## src/rtl/ctrl_pkg.sv

```systemverilog
// Shared types and field positions for the decode/control stage.
package ctrl_pkg;

  localparam int INSTR_W = 24;
  localparam int OP_MSB  = 23;
  localparam int OP_LSB  = 20;
  localparam int RD_MSB  = 19;
  localparam int RD_LSB  = 16;
  localparam int RS1_MSB = 15;
  localparam int RS1_LSB = 12;
  localparam int RS2_MSB = 11;
  localparam int RS2_LSB = 8;
  localparam int IMM_MSB = 7;
  localparam int IMM_LSB = 0;

  typedef enum logic [3:0] {
    OP_NOP  = 4'h0,
    OP_ADD  = 4'h1,
    OP_SUB  = 4'h2,
    OP_AND  = 4'h3,
    OP_OR   = 4'h4,
    OP_ADDI = 4'h5,
    OP_LW   = 4'h6,
    OP_SW   = 4'h7,
    OP_BEQ  = 4'h8,
    OP_BNE  = 4'h9,
    OP_JMP  = 4'hA,
    OP_MUL  = 4'hB,
    OP_CMP  = 4'hC,
    OP_HALT = 4'hF
  } opcode_e;

  typedef enum logic [2:0] {
    ALU_ADD = 3'd0,
    ALU_SUB = 3'd1,
    ALU_AND = 3'd2,
    ALU_OR  = 3'd3,
    ALU_MUL = 3'd4
  } alu_op_e;

  typedef enum logic [1:0] {
    ST_IDLE     = 2'd0,
    ST_MUL_BUSY = 2'd1,
    ST_HALTED   = 2'd2
  } state_e;

endpackage

```

## src/rtl/mul_sequencer.sv

```systemverilog
// Cycle counter for a multi-cycle MUL: counts occupancy and flags the final cycle.
module mul_sequencer #(
  parameter int MUL_CYCLES = 3
) (
  input  logic clk,
  input  logic rst_n,
  input  logic start,
  input  logic active,
  output logic last,
  output logic busy_stall
);
  import ctrl_pkg::*;

  localparam logic [3:0] LAST_CNT = 4'(MUL_CYCLES - 1);

  logic [3:0] count;

  always_ff @(posedge clk or negedge rst_n) begin
    if (!rst_n)           count <= 4'd0;
    else if (start)       count <= 4'd1;
    else if (last)        count <= 4'd0;
    else if (active)      count <= count + 4'd1;
  end

  assign last       = active && (count == LAST_CNT);
  assign busy_stall = active && !last;

endmodule

```

## src/rtl/control_unit.sv

```systemverilog
// Decode/control stage: combinational decode, status flags, MUL sequencing, sticky HALT.
// Optional build macro CTRL_PERF_CNT_EN adds retired/stall performance counters.
module control_unit
  import ctrl_pkg::*;
#(
  parameter int         MUL_CYCLES = 3,
  parameter logic [1:0] FLAG_RST   = 2'b00
) (
  input  logic               CLK,
  input  logic               reset,
  input  logic [INSTR_W-1:0] Instr,
  input  logic               alu_zero,
  input  logic               alu_neg,
  output logic [7:0]         immediate,
  output logic               PCSrc,
  output logic               stall,
  output logic               RegWrite,
  output logic               ALUSrc,
  output logic [2:0]         ALUOp,
  output logic               MemWrite,
  output logic               MemToReg,
  output logic [3:0]         rd,
  output logic [3:0]         rs1,
  output logic [3:0]         rs2,
  output logic               flag_z,
  output logic               flag_n,
  output logic               halted,
  output logic               illegal
`ifdef CTRL_PERF_CNT_EN
  ,
  output logic [15:0]        retired_cnt,
  output logic [15:0]        stall_cnt
`endif
);

  state_e  state, state_nxt;
  opcode_e op;
  logic    mul_start, retire, upd_flags;
  logic    seq_last, seq_stall;

  assign op        = opcode_e'(Instr[OP_MSB:OP_LSB]);
  assign rd        = Instr[RD_MSB:RD_LSB];
  assign rs1       = Instr[RS1_MSB:RS1_LSB];
  assign rs2       = Instr[RS2_MSB:RS2_LSB];
  assign immediate = Instr[IMM_MSB:IMM_LSB];

  mul_sequencer #(.MUL_CYCLES(MUL_CYCLES)) u_mul_seq (
    .clk        (CLK),
    .rst_n      (reset),
    .start      (mul_start),
    .active     (state == ST_MUL_BUSY),
    .last       (seq_last),
    .busy_stall (seq_stall)
  );

  always_ff @(posedge CLK or negedge reset) begin
    if (!reset) state <= ST_IDLE;
    else        state <= state_nxt;
  end

  always_ff @(posedge CLK or negedge reset) begin
    if (!reset)         {flag_n, flag_z} <= FLAG_RST;
    else if (upd_flags) {flag_n, flag_z} <= {alu_neg, alu_zero};
  end

  // Outputs are held low while reset is asserted, independent of decode.
  always_comb begin
    state_nxt = state;
    mul_start = 1'b0;
    retire    = 1'b0;
    upd_flags = 1'b0;
    PCSrc     = 1'b0;
    stall     = 1'b0;
    RegWrite  = 1'b0;
    ALUSrc    = 1'b0;
    ALUOp     = ALU_ADD;
    MemWrite  = 1'b0;
    MemToReg  = 1'b0;
    halted    = 1'b0;
    illegal   = 1'b0;
    if (reset) begin
      case (state)
        ST_HALTED: begin
          halted = 1'b1;
          stall  = 1'b1;
        end
        ST_MUL_BUSY: begin
          ALUOp = ALU_MUL;
          stall = seq_stall;
          if (seq_last) begin
            RegWrite  = 1'b1;
            retire    = 1'b1;
            upd_flags = 1'b1;
            state_nxt = ST_IDLE;
          end
        end
        ST_IDLE: begin
          retire = 1'b1;
          case (op)
            OP_NOP: ;
            OP_ADD:  begin RegWrite = 1'b1; upd_flags = 1'b1; end
            OP_SUB:  begin RegWrite = 1'b1; ALUOp = ALU_SUB; upd_flags = 1'b1; end
            OP_AND:  begin RegWrite = 1'b1; ALUOp = ALU_AND; upd_flags = 1'b1; end
            OP_OR:   begin RegWrite = 1'b1; ALUOp = ALU_OR;  upd_flags = 1'b1; end
            OP_ADDI: begin RegWrite = 1'b1; ALUSrc = 1'b1;   upd_flags = 1'b1; end
            OP_LW:   begin RegWrite = 1'b1; ALUSrc = 1'b1; MemToReg = 1'b1; end
            OP_SW:   begin MemWrite = 1'b1; ALUSrc = 1'b1; end
            OP_BEQ:  PCSrc = flag_z;
            OP_BNE:  PCSrc = !flag_z;
            OP_JMP:  PCSrc = 1'b1;
            OP_CMP:  begin ALUOp = ALU_SUB; upd_flags = 1'b1; end
            OP_MUL: begin
              ALUOp = ALU_MUL;
              if (MUL_CYCLES > 1) begin
                stall     = 1'b1;
                retire    = 1'b0;
                mul_start = 1'b1;
                state_nxt = ST_MUL_BUSY;
              end else begin
                RegWrite  = 1'b1;
                upd_flags = 1'b1;
              end
            end
            OP_HALT: begin
              stall     = 1'b1;
              retire    = 1'b0;
              state_nxt = ST_HALTED;
            end
            default: illegal = 1'b1;
          endcase
        end
        default: state_nxt = ST_IDLE;
      endcase
    end
  end

`ifdef CTRL_PERF_CNT_EN
  always_ff @(posedge CLK or negedge reset) begin
    if (!reset) begin
      retired_cnt <= 16'd0;
      stall_cnt   <= 16'd0;
    end else begin
      if (retire && retired_cnt != 16'hFFFF)
        retired_cnt <= retired_cnt + 16'd1;
      if (stall && state != ST_HALTED && stall_cnt != 16'hFFFF)
        stall_cnt <= stall_cnt + 16'd1;
    end
  end
`endif

endmodule
```

## config.mk

```make
export PLATFORM = sky130hd
export DESIGN_NAME = control_unit
export DESIGN_NICKNAME = d
export VERILOG_FILES = /design/src/rtl/ctrl_pkg.sv /design/src/rtl/mul_sequencer.sv /design/src/rtl/control_unit.sv
export SDC_FILE = /design/constraint.sdc
export NUM_CORES = 1
export LEC_CHECK = 0
export ABC_AREA = 1
export CAP_MARGIN = 20
export CELL_PAD_IN_SITES_DETAIL_PLACEMENT = 1
export CELL_PAD_IN_SITES_GLOBAL_PLACEMENT = 1
export CORE_MARGIN = 4
export CORE_UTILIZATION = 39
export CTS_CLUSTER_SIZE = 10
export DETAILED_ROUTE_END_ITERATION = 10
export DONT_BUFFER_PORTS = 1
export MAX_ROUTING_LAYER = met4
export PLACE_DENSITY_LB_ADDON = 0.1
export SYNTH_ARGS = -nofsm -noshare
export SYNTH_HDL_FRONTEND = slang
export SYNTH_HIERARCHICAL = 1
export SYNTH_SLANG_ARGS = --single-unit
```

## constraint.sdc

```tcl
create_clock -name CLK -period 1.8 [get_ports CLK]
set_input_delay 0.27 -clock CLK [delete_from_list [all_inputs] [get_ports CLK]]
set_output_delay 0.27 -clock CLK [all_outputs]
set_load 0.02 [all_outputs]
```

==> results_dict.tcl, run 1 <==
set metrics [dict create \
    p_leak_nw 0.538 \
    critical_path_depth 10 \
    track_usage 0.150 \
    synthCells 143 \
    overflow 0 \
    start_kind "register" \
    drtIter0Drc 21 \
    synth_area_um2 901 \
    required_ns 1.53 \
    clockBufferDepth 2 \
    drtAntennaViolNets 0 \
    drt-pass1-iter-count 4 \
    vdd_drop_max_mv 0.744 \
    gp_congestion 0.788 \
    cts.clk_slew.worst_paths_ns 0.05 \
    syn-num-nets 173 \
    syn_avg_cell_area_um2 6.30 \
    vias_per_cell 4.96 \
    antenna_cells 0 \
    setup_violations 0 \
    r2r_cells 10 \
    finalHoldWorstSlack_ns 0.141 \
    grt_max_degree 9 \
    synth-seq-cells 8 \
    clock-sinks 8 \
    ios 61 \
    slew_viol_final 0 \
    htree_levels 1 \
    cp.arrival_ns 1.50 \
    final_util 0.445 \
    hold_path_class "in -> reg" \
    antenna_found_initial 0 \
    post-route-drc-count 0 \
    ys_seq_area_frac 0.222 \
    clock_latency_ns 0.25 \
    tritoncts "done" \
    layout.nets 173 \
    core_um2 2210 \
    fmax_mhz 566 \
    worst-path-buf-inv 3 \
    synth-simple-area-share 0.389 \
    slew_headroom 0.716 \
    fin_crit_sh 0.981 \
    cts_made_buffers 3 \
    min_period_ns 1.77 \
    synth_fa_ha_area_frac 0.0278 \
    num_vias 839 \
    io_buffers 0 \
    cp_slowest_cell "dfrtp_1" \
    die-area_um2 3140 \
    path_class "reg -> out" \
    tightest_slew_ns 0.426 \
    worstHoldPathCells 2 \
    cts_root_buf "clkbuf_4" \
    drv_cap 0 \
    setup.worst_path.end_class "output pin" \
    crit_family "flip-flops" \
    die_w_um 56.1 \
    synth.area.mux_share 0 \
    path_common_cell "nand2_2" \
    fp-row-count 17 \
    dpl.hpwl_um 1740 \
    max_stage_delay_ns 0.35 \
    drive_above_1_share 0.333 \
    outcome "complete, no violations" \
    synth_compound_area_frac 0.0819 \
    worstPathCellList "inv_1 -> ha_2 -> nand2_2 -> nand2_2 -> inv_2 -> nor2_2 -> nor2_1 -> o21ai_1 -> a21oi_1 -> buf_4" \
    synth_top_family_by_area "simple AND/OR/NAND/NOR gates" \
    yosysWarnings 6 \
    wl_per_cell_um 13.4 \
    dieHeight_um 56.1 \
    pwr_density_cell_nw_per_um2 1350 \
    grt_first_pass_wirelength_um 3790 \
    routed_wirelength_um 2260 \
    grt_pass1_vias 847 \
    area_delta_synth_final_pct 9.17 \
    synthXorXnorAreaFrac 0.0194 \
    ys_types 23 \
    finalHoldViolCount 0 \
    grt_setup_unrepaired "true" \
    initial_core_util 0.407 \
    fin_skew_ns 0.0121 \
    worstPathMaxFanout 2 \
]
## repair_timing
action,in CTS,in global routing
hold buffers,1,0
cloned,0,0
setup buffers,5,3
gates resized for setup,2,18
pin swaps,3,4
endpoints found under the setup margin,2,7
endpoints found under the hold margin,8,0
## path summary, 6_finish.rpt
check / from / endpoint / slack, ns
max in group asynchronous: reset / u_mul_seq/count[2] / 1.14
worst min-delay path: alu_zero / flag_z / 0.14
min in group asynchronous: reset / state[1] / 0.37
worst min register to register: u_mul_seq/count[3] / u_mul_seq/count[3] / 0.56
worst max register to register: state[0] / u_mul_seq/count[1] / 0.32
worst max-delay path: u_mul_seq/count[0] / stall / 0.03
## Yosys cell counts
master | number | area [um2]
ha_1 | 2 | 25.0
nand3_2 | 1 | 10.0
nand2_4 | 1 | 11.3
clkinv_4 | 1 | 8.76
nor2_2 | 4 | 25.0
o21bai_2 | 1 | 11.3
o21ai_0 | 4 | 20.0
nor3_1 | 1 | 5.00
a21oi_1 | 4 | 20.0
nor4_1 | 1 | 6.26
nand3_1 | 5 | 25.0
nand2_1 | 38 | 143
buf_4 | 20 | 150
nand3_4 | 1 | 17.5
nor2_1 | 22 | 82.6
o21ai_1 | 2 | 10.0
nand4_1 | 1 | 6.26
inv_1 | 17 | 63.8
inv_2 | 3 | 11.3
xor2_1 | 2 | 17.5
nand2_2 | 3 | 18.8
dfrtp_1 | 8 | 200
a211oi_2 | 1 | 12.5
## power breakdown
group	switching, W	internal (W)	total [W]
Clock	0.0000592	0.0000762	0.000135
Combinational	0.000466	0.000356	0.000822
Sequential	0.000107	0.000264	0.000371
Total	0.000632	0.000696	0.00133
## final cells by class
type / instances / area (um2)
clock buffers: 3 / 22.5
flip-flops and latches: 8 / 201
inverters: 21 / 83.8
repair buffers: 15 / 115
fillers: 314 / 1230
well taps: 28 / 35.0
multi-input cells: 94 / 526
## stage by stage
stage / cell area (um2) / TNS, ns / setup slack [ns] / power, W / instances
after detailed placement: 831 / 0 / 0.126 / 0.00100 / 157
after global placement: 831 / 0 / 0.200 / 0.000980 / 157
after CTS: 905 / 0 / 0.00157 / 0.00122 / 166
final: 983 / 0 / 0.0334 / 0.00133 / 169
after global routing: 983 / -0.0890 / -0.0491 / 0.00146 / 169
after floorplan: 901 / 0 / 0.177 / 0.000874 / 143
## layer usage
| metal | vias up | global-route usage | part of all wire |
|---|---|---|---|
| met2 | 30 | 0.229 | 0.47 |
| met1 | 384 | 0.196 | 0.45 |
| met5 | - | - | 0 |
| li1 | 413 | - | - |
| met4 | 0 | 0.0271 | 0.014 |
| met3 | 12 | 0.0464 | 0.062 |
## layout by cell type, fill, tap and decap left out
cell type      Yosys  layout
nand2_1           38      36
nor2_1            22      16
inv_1             17      14
buf_4             20      14
dfrtp_1            8       7
inv_2              3       6
nor2_2             4       6
nand3_1            5       5
nor2_4             0       4
nand2_2            3       4
a21oi_1            4       4
o21ai_0            4       4
clkbuf_4           0       3
nand2_4            1       2
xor2_1             2       2
clkinv_4           1       1
nor4_1             1       1
nand3_4            1       1
a211oi_2           1       1
o21ai_4            0       1
o21ai_1            2       1
nor3_1             1       1
nand3_2            1       1
o21bai_2           1       1
dlygate4sd3_1      0       1
nand4_1            1       1
ha_2               0       1
ha_1               2       1
dfrtp_2            0       1
## registers in the layout, summed over array words and instances, names as in the netlist
name             count
flag_z               1
flag_n               1
state                2
u_mul_seq/count      4
## logic make-up after synthesis
family | count (synthesis)
buffers and inverters | 41
adders and majority gates | 2
AOI/OAI and AO/OA | 12
and+or+nand+nor | 78
DFF | 8
xor gates and xnor gates | 2
No activity file was read; power rests on OpenSTA's default activity.
==> run 2: changes to the inputs <==
--- a/config.mk
+++ b/config.mk
@@ -7,7 +7,7 @@
 export LEC_CHECK = 0
 export ABC_AREA = 1
 export CAP_MARGIN = 20
-export CELL_PAD_IN_SITES_DETAIL_PLACEMENT = 1
+export CELL_PAD_IN_SITES_DETAIL_PLACEMENT = 0
 export CELL_PAD_IN_SITES_GLOBAL_PLACEMENT = 1
 export CORE_MARGIN = 4
 export CORE_UTILIZATION = 39
@@ -15,7 +15,7 @@
 export DETAILED_ROUTE_END_ITERATION = 10
 export DONT_BUFFER_PORTS = 1
 export MAX_ROUTING_LAYER = met4
-export PLACE_DENSITY_LB_ADDON = 0.1
+export PLACE_DENSITY = 0.81
 export SYNTH_ARGS = -nofsm -noshare
 export SYNTH_HDL_FRONTEND = slang
 export SYNTH_HIERARCHICAL = 1
==> run 2 against run 1 <==
First-iteration DRC count stayed put. Critical path type unchanged. Cell area decreased by 6.5%. Combinational power down 15%. Global-route usage decreased by 1.9 points. Clock skew fell by 0.0010 ns. Wire length fell by 12%. Final cell count fell by 3.6%. Sequential share of layout area is 1.6 points higher. The run now ends with negative setup slack left. Sequential cell count stayed put.
==> results_dict.tcl, run 2 (synthesis gave the netlist of run 1 again) <==
set metrics [dict create \
    largest_reg_flops 4 \
    vdd_drop_max_mv 0.919 \
    area_delta_synth_final_pct 2.08 \
    track_usage 0.131 \
    grt_first_pass_wirelength_um 3260 \
    num_vias 778 \
    setup_violations 3 \
    dieHeight_um 56.1 \
    required_ns 1.53 \
    initial_core_util 0.407 \
    drt-pass1-iter-count 4 \
    antenna_found_initial 0 \
    min_period_ns 1.81 \
    stdcell_area_um2 920 \
    start_kind "register" \
    fin_ws_ns -0.0136 \
    worstPathMaxFanout 3 \
    tightest_slew_ns 0.427 \
    slew_headroom 0.715 \
    overflow 0 \
    setup.worst_path.end_class "output pin" \
    place_ws_ns 0.0956 \
    finalHoldViolCount 0 \
    post-route-drc-count 0 \
    routed_wirelength_um 1990 \
    grt_pass1_vias 723 \
    antenna_cells 0 \
    finalSetupTns_ns -0.0383 \
    die-area_um2 3140 \
    hold_path_class "in -> reg" \
    p_leak_nw 0.496 \
    htree_levels 1 \
    cts.clk_slew.worst_paths_ns 0.06 \
    layout_common_cells "nand2_1 (36), nor2_1 (16), inv_1 (14)" \
    slew_viol_final 0 \
    wl_per_cell_um 12.2 \
    power.total_w 0.00120 \
    placed_area_um2 816 \
    clockBufferDepth 2 \
    ios 61 \
    drv_cap 0 \
    io_buffers 0 \
    largestRegisters "u_mul_seq/count: 4 flops, state: 2 flops" \
    drtIter0Drc 21 \
    fmax_mhz 551 \
    fin_skew_ns 0.0111 \
    vias_per_cell 4.77 \
    dpl.hpwl_um 1460 \
    violations "negative setup slack" \
    clock_latency_ns 0.26 \
    core_um2 2210 \
    fin_crit_sh 1.01 \
    fp-row-count 17 \
    gp_congestion 0.834 \
    cts_made_buffers 3 \
    pwr_density_cell_nw_per_um2 1310 \
    path_class "reg -> out" \
    finalHoldWorstSlack_ns 0.133 \
    tritoncts "done" \
    grt_max_degree 9 \
    layout.nets 167 \
    die_w_um 56.1 \
    clock-sinks 8 \
    drive_above_1_share 0.311 \
    drtAntennaViolNets 0 \
    final_common_cell "nand2_1" \
    outcome "finished, violations left" \
    top_register "u_mul_seq/count" \
    cp.arrival_ns 1.54 \
    grt_setup_unrepaired "true" \
    cts_root_buf "clkbuf_4" \
]
[run 2: cell count changes in the layout (fill, tap and decap cells not counted)]
cell	previous run	this run
nor2_4	4	1
nand2_2	4	5
nor2_2	6	9
dfrtp_2	1	2
buf_4	14	8
nand2_4	2	1
dfrtp_1	7	6
[run 2: final timing paths]
| path | from | endpoint | slack, ns | cells after the start |
|---|---|---|---|---|
| max | u_mul_seq/count[0] | stall | -0.01 | 10 |
| min in group asynchronous | reset | u_mul_seq/count[0] | 0.37 | 1 |
| min reg2reg | u_mul_seq/count[2] | u_mul_seq/count[2] | 0.51 | 2 |
| min | alu_zero | flag_z | 0.13 | 2 |
| max in group asynchronous | reset | state[0] | 1.14 | 1 |
| max reg2reg | state[0] | u_mul_seq/count[1] | 0.42 | 8 |
[run 2: area by class of cell]
type / instances / area, um2
sequential: 8 / 203
fill: 248 / 1290
inverter: 21 / 83.8
clock buffer: 3 / 22.5
multi-input combinational: 94 / 505
tap: 28 / 35.0
timing repair buffer: 9 / 70.1
[run 2: per-stage QoR]
stage | std cells | utilization
global route | 163 | 0.416
floorplan | 143 | -
CTS | 161 | 0.396
detailed placement | 155 | 0.369
finish | 163 | 0.416
global placement | 155 | 0.369
[run 2: metal layers]
| layer | share of wire | up-vias | track usage | wire (um) |
|---|---|---|---|---|
| met2 | 0.46 | 33 | 0.184 | 920 |
| met5 | 0 | - | - | 0 |
| met3 | 0.11 | 4 | 0.0673 | 211 |
| met4 | 0.0060 | 0 | 0.0169 | 12 |
| met1 | 0.43 | 339 | 0.172 | 848 |
| li1 | - | 402 | - | - |
[run 2: critical path, cell delays in order (launching register included)]
cell     delay, ns
dfrtp_1       0.34
inv_1         0.06
ha_2          0.19
nand2_2       0.07
nand2_2       0.07
inv_2         0.06
nor2_2        0.03
nor2_1        0.09
o21ai_1       0.08
a21oi_1       0.14
buf_4         0.15
[run 2: repair_timing]
item	in CTS	in global routing
gates resized for setup	4	13
setup endpoints to repair	5	7
hold endpoints to repair	8	0
gates cloned	0	0
hold buffers	1	0
setup buffers	2	2
pin swaps	0	6
[run 2: where the power goes]
part           internal [W]  switching [W]
Combinational      0.000269       0.000427
Sequential         0.000265       0.000102
Clock             0.0000764      0.0000621
==> run 3: changes to the inputs <==
--- a/config.mk
+++ b/config.mk
@@ -15,8 +15,7 @@
 export DETAILED_ROUTE_END_ITERATION = 10
 export DONT_BUFFER_PORTS = 1
 export MAX_ROUTING_LAYER = met4
-export PLACE_DENSITY = 0.81
+export PLACE_DENSITY = 0.8
 export SYNTH_ARGS = -nofsm -noshare
 export SYNTH_HDL_FRONTEND = slang
-export SYNTH_HIERARCHICAL = 1
 export SYNTH_SLANG_ARGS = --single-unit
==> run 3 against run 2 <==
Cell area decreased by 13%. Clock-buffer cell count unchanged. First-iteration DRC count decreased by 52%. Critical path depth shrank 4. The run now ends clean. Wire length down 20%.
==> results_dict.tcl, run 3 <==
set metrics [dict create \
    initial_core_util 0.418 \
    yosys.area.top_type "dfrtp_1" \
    synthCells 120 \
    synth_area_um2 837 \
    drive_above_1_share 0.315 \
    wl_per_cell_um 11.7 \
    synthTopCellsByCount "nand2_1 (21), buf_4 (20), inv_1 (11), nor2_1 (11), dfrtp_1 (8)" \
    slew_viol_final 0 \
    use_met3 0.0490 \
    setup.worst_path.end_class "output pin" \
    cts.clk_slew.worst_paths_ns 0.06 \
    fillers 218 \
    ys_types 24 \
    reg2reg_setup_slack_ns 0.49 \
    start_kind "register" \
    track_usage 0.118 \
    cp.arrival_ns 1.46 \
    final_cells 135 \
    min_period_ns 1.73 \
    area_delta_synth_final_pct -4.19 \
    vias_per_cell 4.79 \
    grt_use_met1 0.127 \
    fp-row-count 16 \
    grt_first_pass_wirelength_um 2420 \
    tritoncts "done" \
    final_common_cell "nand2_1" \
    gp_congestion 0.888 \
    grt_util_met2 0.195 \
    post-cts-setup-buffers 0 \
    r2r_end "state[1]" \
    die_w_um 54.3 \
    synth-seq-cells 8 \
    clock-sinks 8 \
    hold_start "alu_neg" \
    vdd_drop_max_mv 0.781 \
    ys_seq_area_frac 0.239 \
    grt_setup_unrepaired "true" \
    dpl.hpwl_um 1290 \
    grt_max_degree 9 \
    yosysTopAreaCellShare 0.239 \
    slew_headroom 0.697 \
    clock_latency_ns 0.25 \
    final_util 0.401 \
    antenna_cells 0 \
    r2r_cells 7 \
    cts_root_buf "clkbuf_4" \
    fin_crit_sh 0.962 \
    finalSetupTns_ns 0 \
    layout_common_cells "nand2_1 (20), inv_1 (11), nor2_1 (11)" \
    ios 61 \
    worst_r2r_startpoint "u_mul_seq.count[0]" \
    yosysWarnings 0 \
    fin_skew_ns 0.00271 \
    fmax_mhz 578 \
    clockBufferDepth 2 \
    required_ns 1.53 \
    largestRegisters "u_mul_seq.count: 4 flops, state: 2 flops" \
    grt-busiest-layer "met2" \
    num_vias 647 \
    synth.most_common_cell "nand2_1" \
    antenna_found_initial 0 \
    worstPathMaxFanout 5 \
    die-area_um2 2950 \
    fin_ws_ns 0.0688 \
    drv_cap 0 \
    routed_wirelength_um 1590 \
    path_class "reg -> out" \
    cts_made_buffers 3 \
    largest_reg_flops 4 \
    p_leak_nw 0.389 \
    post-route-drc-count 0 \
    htree_levels 1 \
    place_inst 131 \
    finalHoldViolCount 0 \
    worstHoldPathCells 2 \
    io_buffers 0 \
    setup_violations 0 \
    top_register "u_mul_seq.count" \
    dieHeight_um 54.3 \
    syn_avg_cell_area_um2 6.98 \
    synthFlopType "dfrtp_1" \
    synth_area_leaders "dfrtp_1 (24%), buf_4 (18%), nand2_1 (9.4%)" \
    overflow 0 \
    synth-edff-count 0 \
    core_um2 2000 \
    hold_path_class "in -> reg" \
    drtIter0Drc 10 \
    grt_pass1_vias 577 \
    outcome "complete, no violations" \
    layout.nets 140 \
    tightest_slew_ns 0.455 \
    drtAntennaViolNets 0 \
    syn-num-nets 150 \
    holdPathEnd "flag_n" \
    finalHoldWorstSlack_ns 0.166 \
    drt-pass1-iter-count 4 \
    pwr_density_cell_nw_per_um2 1300 \
    place_ws_ns 0.254 \
    synthArstFlopShare 1.00 \
]
run 3: cell types whose count changed in the layout (fill, tap and decap cells not counted), sizes merged, moves of 2 or more:
cell and delta:
nand2 -13, buf -4, inv -5, a21oi +3, nor2 -9, nand4 +2
run 3: critical path, cell delays in order, from the launching register on:
cell,delay [ns]
dfrtp_1,0.41
inv_1,0.08
ha_2,0.20
nand3_2,0.11
nand2_2,0.10
a21oi_1,0.06
or2_4,0.26
run 3: cell families (layout without fill, tap and decap cells):
kind of cell / after synthesis / in the layout / share of synthesized area
AOI/OAI and AO/OA: 14 / 14 / 0.0912
xor gates and xnor gates: 2 / 2 / 0.0209
adders and majority gates: 2 / 2 / 0.0299
buffers and inverters: 35 / 23 / 0.247
DFF: 8 / 8 / 0.239
and+or+nand+nor: 59 / 59 / 0.372
run 3: cell type report:
class	count	area (um2)	area share
well taps	27	33.8	0.0421
flip-flops and latches	8	201	0.251
repair buffers	5	40.0	0.0499
multi-input cells	77	448	0.559
clock buffers	3	22.5	0.0281
inverters	15	56.3	0.0702
run 3: routing by layer:
layer  share of wire  wire (um)  up-vias
met1            0.42        660      276
met3           0.090        142        0
li1                -          -      343
met4               0          0        0
met5               0          0        -
met2            0.49        782       28
run 3: how the worst max path moves through the flow:
stage / from / to / cells past startpoint
6_report: u_mul_seq.count[0] / stall / 6
5_1_grt: u_mul_seq.count[0] / stall / 6
4_1_cts: u_mul_seq.count[0] / stall / 6
3_5_place_dp: u_mul_seq.count[0] / stall / 6
3_3_place_gp: u_mul_seq.count[0] / stall / 6
2_1_floorplan: state[1] / PCSrc / 5
run 3: through the flow:
step	area [um2]	total power, W
finish	802	0.00104
global route	802	0.00115
CTS	786	0.00103
detailed placement	751	0.000872
global placement	751	0.000872
floorplan	837	0.000840
run 3: power breakdown:
group,switching (W),total (W),internal (W)
registers,0.000109,0.000367,0.000258
logic,0.000342,0.000539,0.000197
clock network,0.0000584,0.000135,0.0000761
run 3: what timing repair did:
action                                  CTS  global route
hold endpoints to repair                  8             0
endpoints found under the setup margin    1             8
pin swaps                                 0             0
hold buffers                              1             0
gates resized for setup                   1             5
